===== config.mk =====
export PLATFORM = sky130hd
export DESIGN_NAME = mem_bus_ctrl_flat
export DESIGN_NICKNAME = d
export VERILOG_FILES = /design/src/rtl/mem_bus_pkg.sv /design/src/rtl/mem_bus_ctrl_if.sv /design/src/rtl/mem_rr_arb.sv /design/src/rtl/mem_bus_ctrl.sv /design/src/flat_wrapper.sv
export SDC_FILE = /design/constraint.sdc
export NUM_CORES = 1
export LEC_CHECK = 0
export ABC_AREA = 1
export BUFFER_PORTS_ARGS = -buffer_cell sky130_fd_sc_hd__buf_2
export CELL_PAD_IN_SITES_DETAIL_PLACEMENT = 1
export CELL_PAD_IN_SITES_GLOBAL_PLACEMENT = 2
export CORE_MARGIN = 2
export CORE_UTILIZATION = 25
export DETAILED_ROUTE_END_ITERATION = 6
export PLACE_DENSITY = 0.87
export RECOVER_POWER = 100
export SLEW_MARGIN = 0
export SYNTH_ARGS = -nofsm -noshare
export SYNTH_HDL_FRONTEND = slang
export SYNTH_SLANG_ARGS = --single-unit

===== constraint.sdc =====
create_clock -name clk -period 2.4 [get_ports clk]
set_input_delay 0.36 -clock clk [delete_from_list [all_inputs] [get_ports clk]]
set_output_delay 0.36 -clock clk [all_outputs]
set_load 0.1 [all_outputs]

===== src/rtl/mem_bus_pkg.sv =====
// Shared types for the memory-bus sequencer: FSM states, bus owner, wait counter width.
package mem_bus_pkg;

  typedef enum logic [1:0] {
    ST_IDLE   = 2'd0,
    ST_ACCESS = 2'd1,
    ST_RESP   = 2'd2
  } state_t;

  typedef enum logic {
    OWN_CPU = 1'b0,
    OWN_DBG = 1'b1
  } owner_t;

  // Width of the wait-state counter; WAIT_CYCLES must fit (0..15).
  localparam int WAIT_W = 4;

endpackage


===== src/rtl/mem_bus_ctrl_if.sv =====
// Bundle of the CPU, debug and SRAM-side signals of the memory-bus sequencer.
// slave: the sequencer itself. master: the requesters plus the memory.
interface mem_bus_ctrl_if #(
  parameter int ADDR_W = 32,
  parameter int DATA_W = 32
);
  logic              cpu_rd;
  logic              cpu_wr;
  logic [ADDR_W-1:0] cpu_addr;
  logic [DATA_W-1:0] cpu_wdata;
  logic [DATA_W-1:0] cpu_rdata;
  logic              cpu_done;
  logic              cpu_stall;
  logic              dbg_req;
  logic              dbg_we;
  logic [ADDR_W-1:0] dbg_addr;
  logic [DATA_W-1:0] dbg_wdata;
  logic [DATA_W-1:0] dbg_rdata;
  logic              dbg_ack;
  logic              mem_ce;
  logic              mem_we;
  logic [ADDR_W-1:0] mem_addr;
  logic [DATA_W-1:0] mem_wdata;
  logic [DATA_W-1:0] mem_rdata;

  modport slave (
    input  cpu_rd, cpu_wr, cpu_addr, cpu_wdata,
    output cpu_rdata, cpu_done, cpu_stall,
    input  dbg_req, dbg_we, dbg_addr, dbg_wdata,
    output dbg_rdata, dbg_ack,
    output mem_ce, mem_we, mem_addr, mem_wdata,
    input  mem_rdata
  );

  modport master (
    output cpu_rd, cpu_wr, cpu_addr, cpu_wdata,
    input  cpu_rdata, cpu_done, cpu_stall,
    output dbg_req, dbg_we, dbg_addr, dbg_wdata,
    input  dbg_rdata, dbg_ack,
    input  mem_ce, mem_we, mem_addr, mem_wdata,
    output mem_rdata
  );
endinterface


===== src/rtl/mem_rr_arb.sv =====
// Two-input round-robin arbiter. On a tie the requester that was not served
// last wins. last_grant resets to DBG so the CPU wins the first tie.
module mem_rr_arb
  import mem_bus_pkg::*;
(
  input  logic       clk,
  input  logic       rst_n,
  input  logic       cpu_req,
  input  logic       dbg_req,
  input  logic       grant_done,
  input  owner_t     done_owner,
  output logic [1:0] gnt          // [0]=CPU, [1]=DBG, one-hot or zero
);

  owner_t last_grant_q, last_grant_d;

  // Grant decode: single requester wins outright, tie goes to the other side.
  always_comb begin
    gnt = {dbg_req, cpu_req};
    if (cpu_req && dbg_req)
      gnt = (last_grant_q == OWN_DBG) ? 2'b01 : 2'b10;
  end

  // Remember who completed last.
  always_comb begin
    last_grant_d = last_grant_q;
    if (grant_done) last_grant_d = done_owner;
  end

  // last_grant register.
  always_ff @(posedge clk or negedge rst_n) begin
    if (!rst_n) last_grant_q <= OWN_DBG;
    else        last_grant_q <= last_grant_d;
  end

endmodule


===== src/rtl/mem_bus_ctrl.sv =====
// Memory-bus sequencer: arbitrates CPU and debug requests onto one SRAM port,
// holds the access for WAIT_CYCLES extra cycles, then pulses done/ack.
module mem_bus_ctrl
  import mem_bus_pkg::*;
#(
  parameter int ADDR_W      = 32,
  parameter int DATA_W      = 32,
  parameter int WAIT_CYCLES = 2
) (
  input logic            clk,
  input logic            rst_n,
  mem_bus_ctrl_if.slave  bus
);

  localparam logic [WAIT_W-1:0] WAIT_INIT = WAIT_W'(WAIT_CYCLES);

  state_t              state_q, state_d;
  owner_t              owner_q, owner_d;
  logic [ADDR_W-1:0]   addr_q, addr_d;
  logic [DATA_W-1:0]   wdata_q, wdata_d;
  logic                we_q, we_d;
  logic [WAIT_W-1:0]   wcnt_q, wcnt_d;
  logic [DATA_W-1:0]   cpu_rdata_q, cpu_rdata_d;
  logic [DATA_W-1:0]   dbg_rdata_q, dbg_rdata_d;
  logic                cpu_req, grant_done;
  logic [1:0]          gnt;

  assign cpu_req = bus.cpu_rd | bus.cpu_wr;

  mem_rr_arb u_arb (
    .clk        (clk),
    .rst_n      (rst_n),
    .cpu_req    (cpu_req),
    .dbg_req    (bus.dbg_req),
    .grant_done (grant_done),
    .done_owner (owner_q),
    .gnt        (gnt)
  );

  // Sequencer: grant in IDLE, count wait states in ACCESS, one-cycle RESP.
  always_comb begin
    state_d     = state_q;
    owner_d     = owner_q;
    addr_d      = addr_q;
    wdata_d     = wdata_q;
    we_d        = we_q;
    wcnt_d      = wcnt_q;
    cpu_rdata_d = cpu_rdata_q;
    dbg_rdata_d = dbg_rdata_q;
    grant_done  = 1'b0;
    case (state_q)
      ST_IDLE: begin
        if (gnt[0]) begin
          owner_d = OWN_CPU;
          addr_d  = bus.cpu_addr;
          wdata_d = bus.cpu_wdata;
          we_d    = bus.cpu_wr;          // rd+wr together is a write
          wcnt_d  = WAIT_INIT;
          state_d = ST_ACCESS;
        end else if (gnt[1]) begin
          owner_d = OWN_DBG;
          addr_d  = bus.dbg_addr;
          wdata_d = bus.dbg_wdata;
          we_d    = bus.dbg_we;
          wcnt_d  = WAIT_INIT;
          state_d = ST_ACCESS;
        end
      end
      ST_ACCESS: begin
        if (wcnt_q != '0) begin
          wcnt_d = wcnt_q - 1'b1;
        end else begin
          if (!we_q) begin
            if (owner_q == OWN_CPU) cpu_rdata_d = bus.mem_rdata;
            else                    dbg_rdata_d = bus.mem_rdata;
          end
          grant_done = 1'b1;
          state_d    = ST_RESP;
        end
      end
      ST_RESP: state_d = ST_IDLE;
      default: state_d = ST_IDLE;
    endcase
  end

  // State and latch registers.
  always_ff @(posedge clk or negedge rst_n) begin
    if (!rst_n) begin
      state_q     <= ST_IDLE;
      owner_q     <= OWN_CPU;
      addr_q      <= '0;
      wdata_q     <= '0;
      we_q        <= 1'b0;
      wcnt_q      <= '0;
      cpu_rdata_q <= '0;
      dbg_rdata_q <= '0;
    end else begin
      state_q     <= state_d;
      owner_q     <= owner_d;
      addr_q      <= addr_d;
      wdata_q     <= wdata_d;
      we_q        <= we_d;
      wcnt_q      <= wcnt_d;
      cpu_rdata_q <= cpu_rdata_d;
      dbg_rdata_q <= dbg_rdata_d;
    end
  end

  // Outputs decode straight from registered state, so reset drops them at once.
  always_comb begin
    bus.mem_ce    = (state_q == ST_ACCESS);
    bus.mem_we    = (state_q == ST_ACCESS) & we_q;
    bus.mem_addr  = addr_q;
    bus.mem_wdata = wdata_q;
    bus.cpu_rdata = cpu_rdata_q;
    bus.dbg_rdata = dbg_rdata_q;
    bus.cpu_done  = (state_q == ST_RESP) & (owner_q == OWN_CPU);
    bus.dbg_ack   = (state_q == ST_RESP) & (owner_q == OWN_DBG);
    bus.cpu_stall = cpu_req & ~bus.cpu_done;
  end

endmodule


===== src/flat_wrapper.sv =====
// flat-port wrapper written by rule: the top's interface ports become plain ports
module mem_bus_ctrl_flat import mem_bus_pkg::*;
#(
  parameter int ADDR_W      = 32,
  parameter int DATA_W      = 32,
  parameter int WAIT_CYCLES = 2
)
  (clk, rst_n, bus_cpu_rd, bus_cpu_wr, bus_cpu_addr, bus_cpu_wdata, bus_cpu_rdata, bus_cpu_done, bus_cpu_stall, bus_dbg_req, bus_dbg_we, bus_dbg_addr, bus_dbg_wdata, bus_dbg_rdata, bus_dbg_ack, bus_mem_ce, bus_mem_we, bus_mem_addr, bus_mem_wdata, bus_mem_rdata);
  mem_bus_ctrl_if #(.ADDR_W(ADDR_W), .DATA_W(DATA_W)) bus_i ();
  input logic clk;
  input logic rst_n;
  input wire logic [$bits(bus_i.cpu_rd)-1:0] bus_cpu_rd;
  input wire logic [$bits(bus_i.cpu_wr)-1:0] bus_cpu_wr;
  input wire logic [$bits(bus_i.cpu_addr)-1:0] bus_cpu_addr;
  input wire logic [$bits(bus_i.cpu_wdata)-1:0] bus_cpu_wdata;
  output wire logic [$bits(bus_i.cpu_rdata)-1:0] bus_cpu_rdata;
  output wire logic [$bits(bus_i.cpu_done)-1:0] bus_cpu_done;
  output wire logic [$bits(bus_i.cpu_stall)-1:0] bus_cpu_stall;
  input wire logic [$bits(bus_i.dbg_req)-1:0] bus_dbg_req;
  input wire logic [$bits(bus_i.dbg_we)-1:0] bus_dbg_we;
  input wire logic [$bits(bus_i.dbg_addr)-1:0] bus_dbg_addr;
  input wire logic [$bits(bus_i.dbg_wdata)-1:0] bus_dbg_wdata;
  output wire logic [$bits(bus_i.dbg_rdata)-1:0] bus_dbg_rdata;
  output wire logic [$bits(bus_i.dbg_ack)-1:0] bus_dbg_ack;
  output wire logic [$bits(bus_i.mem_ce)-1:0] bus_mem_ce;
  output wire logic [$bits(bus_i.mem_we)-1:0] bus_mem_we;
  output wire logic [$bits(bus_i.mem_addr)-1:0] bus_mem_addr;
  output wire logic [$bits(bus_i.mem_wdata)-1:0] bus_mem_wdata;
  input wire logic [$bits(bus_i.mem_rdata)-1:0] bus_mem_rdata;
  assign bus_i.cpu_rd = bus_cpu_rd;
  assign bus_i.cpu_wr = bus_cpu_wr;
  assign bus_i.cpu_addr = bus_cpu_addr;
  assign bus_i.cpu_wdata = bus_cpu_wdata;
  assign bus_cpu_rdata = bus_i.cpu_rdata;
  assign bus_cpu_done = bus_i.cpu_done;
  assign bus_cpu_stall = bus_i.cpu_stall;
  assign bus_i.dbg_req = bus_dbg_req;
  assign bus_i.dbg_we = bus_dbg_we;
  assign bus_i.dbg_addr = bus_dbg_addr;
  assign bus_i.dbg_wdata = bus_dbg_wdata;
  assign bus_dbg_rdata = bus_i.dbg_rdata;
  assign bus_dbg_ack = bus_i.dbg_ack;
  assign bus_mem_ce = bus_i.mem_ce;
  assign bus_mem_we = bus_i.mem_we;
  assign bus_mem_addr = bus_i.mem_addr;
  assign bus_mem_wdata = bus_i.mem_wdata;
  assign bus_i.mem_rdata = bus_mem_rdata;
  mem_bus_ctrl #(.ADDR_W(ADDR_W), .DATA_W(DATA_W), .WAIT_CYCLES(WAIT_CYCLES)) u_core (.clk(clk), .rst_n(rst_n), .bus(bus_i));
endmodule

==> results of run 1 <==
layout make-up:
type	count	area, µm²	area share (%)
Clock inverter	13	218	2.55
Tap cell	330	413	4.83
Inverter	78	294	3.44
Timing Repair Buffer	313	1490	17.4
Multi-Input combinational cell	500	2270	26.5
Antenna cell	1	2.50	0.0293
Sequential cell	137	3430	40.1
Clock buffer	18	429	5.02
synth_stat cells, types with 2 or more instances:
cell type and n:
nand2_1 369, dfrtp_1 136, inv_1 74, o211ai_1 54, nand3_1 33, buf_2 23, nor2_1 13, o211ai_2 10
clkbuf_1 9, buf_6 8, o21ai_0 6, buf_4 3, nand2_2 3, ha_1 2, inv_2 2
per-layer routing:
layer	global-route usage [%]	up-vias	share of wire (%)
li1	-	2946	-
met1	19.4	2878	43
met3	6.47	15	10
met2	27.4	224	46
met4	4.06	0	1.1
met5	0	-	0
worst paths after layout:
kind,from,endpoint,slack (ns),cells past startpoint
max,u_core.bus.mem_wdata[16]$_DFFE_PN0P_,bus_mem_wdata[16],0.33,1
min,bus_mem_rdata[23],u_core.bus.dbg_rdata[23]$_DFFE_PN0P_,0.16,3
max reg2reg,u_core.u_arb.last_grant_q$_DFFE_PN1P_,u_core.bus.mem_wdata[10]$_DFFE_PN0P_,0.45,6
min reg2reg,u_core.bus.cpu_rdata[17]$_DFFE_PN0P_,u_core.bus.cpu_rdata[17]$_DFFE_PN0P_,0.47,2
max in group asynchronous,rst_n,u_core.bus.mem_wdata[9]$_DFFE_PN0P_,0.71,3
min in group asynchronous,rst_n,u_core.bus.dbg_rdata[30]$_DFFE_PN0P_,0.39,2
kinds of logic after synthesis:
family / synth area share (%)
and+or+nand+nor: 26.8
DFF: 54.5
buffers and inverters: 8.83
AOI/OAI and AO/OA: 9.27
adders and majority gates: 0.398
xor gates and xnor gates: 0.139
registers in the layout, indices dropped and copies added (netlist names):
| register | count |
|---|---|
| u_core.bus.cpu_rdata | 32 |
| u_core.bus.dbg_rdata | 32 |
| u_core.bus.mem_addr | 32 |
| u_core.bus.mem_wdata | 32 |
| u_core.owner_q | 1 |
| u_core.state_q | 2 |
| u_core.u_arb.last_grant_q | 1 |
| u_core.wcnt_q | 4 |
| u_core.we_q | 1 |
per-stage QoR:
stage	util, %	area [µm²]	instances	hold slack [ns]
6_report	34.2	8540	1390	0.164
5_1_grt	34.2	8540	1389	0.159
4_1_cts	35.1	8770	1389	0.140
3_5_place_dp	32.5	8120	1357	0.251
3_3_place_gp	32.5	8120	1357	0.251
2_1_floorplan	-	6290	758	0.0644
==> run summary, run 1 <==
The flow ran to the end, and the final reports show no timing, DRC or antenna violations. Sorting the synthesized cells by area gives the leading types as dfrtp_1 54%, nand2_1 22%, o211ai_1 6.4%. In the layout the commonest cells are 370 x nand2_1, 164 x buf_2, 136 x dfrtp_1, 129 x clkbuf_1, 74 x inv_1. The critical path data required time is about 2.0 ns. The largest total area in the synthesized netlist belongs to dfrtp_1. The top-level port count came out at 299. The core area is about 25000 µm². The first global-routing pass estimated 33900 µm of wire. The post-synthesis net count is around 900. The total die area came out at approximately 26000 µm². The maximum number of pins on one net before global-route repair came out at between 60 and 70.

The routability congestion estimate is roughly 0.74. The register clock-pin slew on the reported worst setup and hold paths is about 0.06 ns. TritonCTS built the clock tree. For this block, the routed nets add up to 21300 µm of wire. Yosys printed 0 warnings. The cell with the largest stage delay on the worst path is clkbuf_1.

The number of clock sinks seen by CTS is ~140. The cell at the root of the clock tree is clkbuf_16. The filler cells instantiated in the layout total about 3.2k. The data arrival time of the critical path came out at approximately 1.7 ns. The worst-margin pin slew is 1.30 ns. The worst setup path is launched from a flip-flop. The tightest slew margin relative to the limit came out at between 10% and 20%. CTS built an H-tree with a depth of 4. The final setup skew came out at between 0.01 and 0.015 ns. The via count of the first global-routing pass is about 6.4k.

The number of antenna violations at the first check in global routing is 1. The number of flops mapped to enable cells by yosys came out at 0. The number of buffers inserted during clock tree synthesis is 17. The number of buffer and inverter stages on the critical path is 1. Of the available clock period, the critical path in the final layout requires a little under nine tenths. The first TritonRoute pass finished after 4 iterations.

The sequential fraction of the synthesis area is a little over half. Of all nets on the critical path, the largest fanout is 2. The instance count of the mapped netlist came out at 758.

Detailed placement ended at an HPWL of 15200 µm. The count of endpoints failing setup in the final report is 0. The worst setup path is captured at an output pin. The number of DRC violations after detailed-routing iteration 0 came out at around 310. Once the floorplan was initialized, standard cells occupied approximately a quarter of the core.

In this run the post-CTS setup repair buffer count came out at 0. The proportion of synthesized flip-flops having asynchronous set or reset is 100%. Traced cell by cell, the critical path runs through clkbuf_1. Yosys mapped the design onto 28 distinct sky130hd cell types.

After global routing the overflow that remains totals 0. Cells with a size suffix above 1 make up a little over a fifth of the layout. The number of max-cap violations came out at 0.

The fraction of post-synthesis cell area in the top cell type by area came out at about 54%. The clock passes through at most 2 buffers. The netlist area before placement came out at around 6300 µm².

The highest clock rate is a little under 500 MHz. The number of buffers inserted for hold repair after clock tree synthesis is 1. The synthesis-stage register bit count came out at approximately 140. The x dimension of the die is 163 µm. The worst setup path is of the flip-flop to output pin kind. The number of nets with antenna violations after routing came out at 0. After routing, the total negative slack on setup checks comes to 0 ns. The largest delay contributor family on the critical path is buffers and inverters. In this design, the stage delay of the slowest critical-path cell is roughly 0.95 ns. The chip height is ~160 µm. The number of port buffers came out at between 200 and 300. In this run the worst hold path is classified as input port to flip-flop. The average via count per standard cell came out at 4.36. The number of core rows is between 50 and 60. The final layout net count came out at roughly 1.2k. The number of max-slew violations in the final report was 0. The total track usage is between 10% and 20%. The later pin in the worst-skew pair is clocked with a latency of roughly 0.41 ns. The primary flip-flop cell chosen by synthesis mapping is dfrtp_1. The post-synthesis to final-layout area growth came out at 35.8%.

The synthesized area divided by synthesized cell count came out at 8.30 µm². The per-cell routed wire length came out at ~15 µm. The final routed DRC violation total is 0.

Summing over every cut layer, the via total after detailed routing is 6063. The most common cell after layout, fill and taps aside is nand2_1. Setup repair after global routing left no endpoint under its margin.

The number of hold violations in the final report came to 0. The post-layout worst setup margin is roughly 0.33 ns. The worst setup timing slack at the placement stage is approximately 0.51 ns. After clock tree synthesis, the repair step resized 0 gates. For the finished layout, the period the worst path requires is roughly 2.1 ns.
Power of run 1 is not shown: default switching activity piles up to over one toggle a cycle in this logic, so the estimate is an artifact.
==> inputs of run 2 (changes only) <==
--- a/config.mk
+++ b/config.mk
@@ -9,10 +9,11 @@
 export BUFFER_PORTS_ARGS = -buffer_cell sky130_fd_sc_hd__buf_2
 export CELL_PAD_IN_SITES_DETAIL_PLACEMENT = 1
 export CELL_PAD_IN_SITES_GLOBAL_PLACEMENT = 2
+export CORE_ASPECT_RATIO = 1.5
 export CORE_MARGIN = 2
 export CORE_UTILIZATION = 25
 export DETAILED_ROUTE_END_ITERATION = 6
-export PLACE_DENSITY = 0.87
+export PLACE_DENSITY = 0.78
 export RECOVER_POWER = 100
 export SLEW_MARGIN = 0
 export SYNTH_ARGS = -nofsm -noshare
==> run summary, run 2 (synthesized netlist as in run 1, its figures left out) <==
The startpoint type of the worst setup path is a flip-flop. The biggest fanout along the worst timing path is 2 (unchanged). The final setup skew was 0.00557 ns (-0.00502 ns). The per-cell routed wire length came out at 15.4 µm (+0.44%). The top-level port count is 299 (unchanged). The routing usage on met1 came out at 18.8% (-0.63 points). Setup repair after global routing left no endpoint under its margin. The post-route minimum period came out at 2.10 ns (+0.0305 ns). The average via count per standard cell is 4.31 (-1.3%).

In this run the critical register-to-register path is launched from u_core.u_arb.last_grant_q$_DFFE_PN1P_. The sequential cell area came to 3430 µm² (unchanged). The total die area is 26500 µm² (+0.10%). The total track usage came out at 16.5% (+0.25 points). The stage delay of the slowest cell on the critical path came out at 0.97 ns (+0.02 ns). The kind of end point of the critical path is an output pin. The number of hold violations in the final report came out at 0 (unchanged). The number of max-slew violations in the final report is 0 (unchanged). The register clock-pin slew on the reported worst setup and hold paths came out at 0.06 ns (about the same). The x dimension of the die came to 134 µm (-18%). The path class of the tightest hold or removal check is input port to flip-flop. The number of max-cap violations was 0 (unchanged). Grouping stages by cell kind, the critical path spends the most delay in buffers and inverters. The slowest stage of the critical path is the clkbuf_1 cell. The total wire length came out at 21400 µm (+0.51%). The worst hold path stage count is 3 (unchanged). The run finished with clean final reports.

In this run the most used layer during global routing was met2. The number of clock sinks seen by CTS is 137 (unchanged). The number of buffers inserted during clock tree synthesis was 17 (unchanged).

The tightest slew margin relative to the limit is 12.2% (-1.5 points). The clock insertion delay at the later pin of the skew report came out at 0.42 ns (about the same). The root buffer cell chosen for the clock tree is clkbuf_16. The core area came out at 24900 µm² (-0.36%). The critical path in this run is classified as flip-flop to output pin. The critical path starts at u_core.bus.mem_wdata[17]$_DFFE_PN0P_. The final layout net count came to 1217 (+0.16%). The critical path data required time is 2.04 ns (about the same). The final sum of negative setup slack came out at 0 ns (unchanged). The highest clock rate is 475 MHz (-1.4%).

Leaving out fill and tap cells, the most frequent cells in the layout are 370 x nand2_1, 164 x buf_2, 136 x dfrtp_1, 128 x clkbuf_1, 74 x inv_1. The first-pass GRT wire length came to 33600 µm (-0.88%). The total iterations of the first detailed-routing run came out at 4 (unchanged).

The number of buffer and inverter stages on the critical path came out at 1 (unchanged). The number of core rows came out at 71 (+22%). The met3 usage in global routing came to 5.53% (-0.94 points).

TritonCTS built the clock tree. The worst-margin pin slew is 1.32 ns (+0.0168 ns). The depth of the worst register-to-register path came out at 6 (unchanged). The routability congestion estimate is 0.723 (-2.8%). The number of cells on the critical path is 1 (unchanged). The post-synthesis to final-layout area growth came out at 36.3%. The count of endpoints failing setup in the final report came out at 0 (unchanged). The critical path goes through clkbuf_1. The number of H-tree levels came out at 4 (unchanged).

The starting density of the core is 25.3% (+0.091 points). The area taken by multi-input logic gates is 2270 µm² (about the same). The via count of the first global-routing pass is 6177 (-3.7%). The placed wire-length estimate after detailed placement is 15700 µm (+3.4%). The number of port buffers was 298 (unchanged). The total number of vias is 5991 (-1.2%).

The final routed DRC violation total is 0 (unchanged). The met2 layer usage reported by global route came to 28.8% (+1.3 points). The number of DRC violations after detailed-routing iteration 0 was 158 (-49%). The number of nets with antenna violations after routing is 0 (unchanged).

The number of gates resized after cts is 0 (unchanged). The final-layout fill cell count came out at 3136 (-1.6%). The deepest clock path buffer count is 2 (unchanged). The data arrival time of the critical path is 1.74 ns (+0.03 ns). The maximum number of pins on one net before global-route repair came out at 52 (-19%). The fraction of layout cells with a size suffix above 1 came to 21.8% (+0.13 points). The library cell used most frequently in the layout, excluding fill and tap cells, is nand2_1. The total global routing overflow came out at 0 (unchanged). In this run the most critical hold path is launched from bus_mem_rdata[31]. The chip height was 198 µm (+22%). The final worst-path cycle share was 87.7% (+1.3 points). The number of antenna violations at the first check in global routing came out at 0 (-1).
-- run 2: changes by cell type in the layout (fill, tap and decap cells not counted), sizes merged --
cell | before | now
inv | 78 | 77
bufinv | 5 | 3
clkinvlp | 2 | 3
clkbuf | 152 | 158
clkinv | 6 | 5
-- run 2: metrics by stage --
stage	setup slack (ns)	hold slack, ns	instance area (µm²)	instances	utilization (%)
CTS	0.385	0.118	8800	1390	35.4
global route	0.182	0.129	8570	1390	34.5
global placement	0.635	0.350	8170	1357	32.8
finish	0.296	0.148	8580	1391	34.5
detailed placement	0.601	0.353	8170	1357	32.8
floorplan	0.221	0.0644	6290	758	-
-- run 2: area by class of cell --
| type | count | area share (%) |
|---|---|---|
| antenna | 1 | 0.0292 |
| clock buffer | 22 | 5.65 |
| clock inverter | 10 | 1.63 |
| inverter | 78 | 3.43 |
| multi-input combinational | 500 | 26.5 |
| sequential | 137 | 40.0 |
| tap | 328 | 4.79 |
| timing repair buffer | 315 | 18.0 |
-- run 2: timing repair --
action,CTS,global route
hold buffers,1,0
endpoints found under the hold margin,42,0
setup buffers,0,0
-- run 2: routing by layer --
metal | vias up | wire, µm
met5 | - | 0
met4 | 0 | 350
met3 | 19 | 1490
met2 | 191 | 11000
met1 | 2839 | 8540
li1 | 2942 | -
-- run 2: path summary, 6_finish.rpt --
kind                            slack [ns]                                    to
worst max-delay path                  0.30                     bus_mem_wdata[17]
min in group asynchronous             0.77    u_core.bus.mem_addr[9]$_DFFE_PN0P_
worst max register to register        0.56   u_core.bus.mem_wdata[8]$_DFFE_PN0P_
worst min-delay path                  0.15  u_core.bus.dbg_rdata[31]$_DFFE_PN0P_
worst min register to register        0.47   u_core.bus.cpu_rdata[8]$_DFFE_PN0P_
max in group asynchronous             0.49   u_core.bus.mem_wdata[5]$_DFFE_PN0P_
Power of run 2 is left out for the same reason.
==> inputs of run 3 (changes only) <==
==> constraint.sdc (replaced) <==
create_clock -name clk -period 2 [get_ports clk]
set_input_delay 0.5 -clock clk [delete_from_list [all_inputs] [get_ports clk]]
set_output_delay 0.5 -clock clk [all_outputs]
set_load 0.1 [all_outputs]
==> run summary, run 3 (synthesized netlist as in run 1, its figures left out) <==
The flow ran to the end, and the final reports show no timing, DRC or antenna violations. The number of antenna violations at the first check in global routing is 1 (+1). The antenna diode count is 0 (-1). In the layout the commonest cells are 370 x nand2_1, 164 x buf_2, 135 x dfrtp_1, 131 x clkbuf_2, 75 x inv_1. The sequential cell area came out at 3430 µm² (about the same). The stage delay of the slowest cell on the critical path came to 0.43 ns (-0.54 ns).

The critical path is of the flip-flop to output pin type. The deepest clock path buffer count is 2 (unchanged). The register clock-pin slew on the reported worst setup and hold paths is 0.06 ns (about the same). The number of buffers inserted during clock tree synthesis came to 17 (unchanged).

The total global routing overflow came out at 0 (unchanged). The number of core rows came out at 71 (unchanged). The utilization after layout came out at 35.1% (+0.59 points). The fraction of layout cells with a size suffix above 1 is 33.7% (+12 points). The placed wire-length estimate after detailed placement came to 15700 µm (+0.40%).

The total length of routed met3 wires is 1440 µm (-3.5%). Dividing the final minimum period by the clock period gives between 90% and 100%. The starting density of the core is 25.3% (unchanged).

The total iterations of the first detailed-routing run came out at 4 (unchanged). The post-CTS setup buffer count was 0 (unchanged). The number of nets with antenna violations after routing came out at 0 (unchanged). The area taken by multi-input logic gates was 2270 µm² (+0.11%).

The total wire length came out at 21000 µm (-1.6%). The critical path goes through inv_1, nand2_1, nor2_1, buf_12. The average via count per standard cell is 4.33 (+0.57%). The instance area after placement came to 8260 µm² (+1.1%). Setup repair after global routing could not meet its margin everywhere. The total die area came out at 26500 µm² (unchanged). The number of max-slew violations in the final report came out at 0 (unchanged).

The first-pass GRT wire length is 33900 µm (+0.72%). The worst setup timing slack at the placement stage is 0.215 ns (-0.385 ns). The total track usage came out at 16.4% (-0.11 points).

The largest individual stage delay along the critical path comes from the cell dfrtp_1. The number of max-cap violations was 0 (unchanged). The x dimension of the die came out at 134 µm (unchanged). The via count of the first global-routing pass came to 6431 (+4.1%). The number of clock sinks seen by CTS is 137 (unchanged). The post-route minimum period is 1.92 ns. The number of hold violations in the final report came out at 0 (unchanged). The core area came out at 24900 µm² (unchanged). The wire length on met2 is 11000 µm (+0.27%).

The per-cell routed wire length came out at 15.1 µm (-1.8%). The count of endpoints failing setup in the final report came out at 0 (unchanged). The final setup skew was 0.00700 ns (+0.00143 ns). The number of buffer and inverter stages on the critical path is 2 (+1). The worst-margin pin slew is 0.823 ns (-0.493 ns).

TritonCTS built the clock tree. The critical path data required time is 1.50 ns (-0.54 ns). The chip height is 198 µm (unchanged). The most common cell after layout, fill and taps aside is nand2_1.

The biggest fanout along the worst timing path is 3 (+1). In this run the clock root is driven by a clkbuf_16. Derived from the worst setup path, the maximum achievable clock frequency is roughly 520 MHz. The final-layout fill cell count came out at 3142 (+0.19%). The maximum number of pins on one net before global-route repair is 58 (+12%). The final routed DRC violation total is 0 (unchanged).

The final standard cell area without fillers was 8720 µm² (+1.7%). The top-level port count came out at 299 (unchanged). The total number of vias was 6034 (+0.72%). In this design, the largest share of critical-path delay is due to flip-flops.

The routability congestion estimate is 0.751 (+3.9%). The post-layout worst setup margin came out at 0.0826 ns (-0.214 ns). The number of port buffers is 298 (unchanged).

The clock insertion delay at the later pin of the skew report came to 0.42 ns (about the same). The number of H-tree levels came out at 4 (unchanged). STA classifies the critical path startpoint as a flip-flop.

The final layout net count is 1221 (+0.33%). The met1 routed wirelength after detailed routing came out at 8250 µm (-3.3%). The data arrival time of the critical path is 1.42 ns (-0.32 ns).

The tightest min-delay check is of the input port to flip-flop type. The post-synthesis to final-layout area growth is 38.7%. The worst setup path is captured at an output pin. The tightest slew margin relative to the limit is 45.1% (+33 points). The number of DRC violations after detailed-routing iteration 0 is 200 (+27%). The worst hold slack across all endpoints came out at 0.295 ns (+0.146 ns). Routed signal wires occupy layers up through met5.
[run 3: changes by cell type in the layout (fill, tap and decap cells not counted), moves of 2 or more]
cell,before,now
clkinvlp_4,3,0
clkbuf_1,128,4
buf_6,0,2
clkbuf_4,0,3
buf_4,7,12
clkbuf_2,9,131
[run 3: per-layer routing]
| metal | vias to the layer above | track usage (%) |
|---|---|---|
| li1 | 2956 | - |
| met1 | 2874 | 18.2 |
| met2 | 184 | 29.7 |
| met3 | 18 | 5.25 |
| met4 | 2 | 4.85 |
| met5 | - | 0 |
[run 3: worst paths after layout]
path | start | endpoint | slack [ns] | cells past startpoint
max reg2reg | u_core.state_q[0]$_DFFE_PN0P_ | u_core.bus.mem_addr[17]$_DFFE_PN0P_ | 0.20 | 6
min | bus_mem_rdata[14] | u_core.bus.dbg_rdata[14]$_DFFE_PN0P_ | 0.29 | 3
max in group asynchronous | rst_n | u_core.bus.mem_wdata[11]$_DFFE_PN0P_ | 0.24 | 3
min reg2reg | u_core.bus.cpu_rdata[24]$_DFFE_PN0P_ | u_core.bus.cpu_rdata[24]$_DFFE_PN0P_ | 0.47 | 2
max | u_core.state_q[0]$_DFFE_PN0P_ | bus_cpu_done | 0.08 | 4
min in group asynchronous | rst_n | u_core.bus.dbg_rdata[24]$_DFFE_PN0P_ | 0.73 | 2
[run 3: worst reg2reg max path, stage by stage (launching register included)]
cell,delay [ns]
dfrtp_1,0.43
nor2_2,0.21
inv_1,0.11
a21oi_4,0.12
buf_4,0.50
o211ai_1,0.27
nand2_1,0.10
[run 3: final cells by class]
class / count / share of cell area (%)
clock buffers: 24 / 5.52
clock inverters: 7 / 1.06
inverters: 78 / 3.37
well taps: 328 / 4.70
flip-flops and latches: 137 / 39.3
multi-input cells: 500 / 26.0
repair buffers: 319 / 20.0
[run 3: what timing repair did]
action | CTS | global route
gates resized for setup | 2 | 3
endpoints found under the hold margin | 26 | 0
hold buffers | 1 | 0
endpoints found under the setup margin | 2 | 4
[run 3: metrics by stage]
stage	setup TNS [ns]	std cells
floorplan	-0.570	758
global placement	0	1361
detailed placement	0	1361
CTS	0	1393
global route	-0.181	1393
finish	0	1393
Power of run 3 is left out for the same reason.
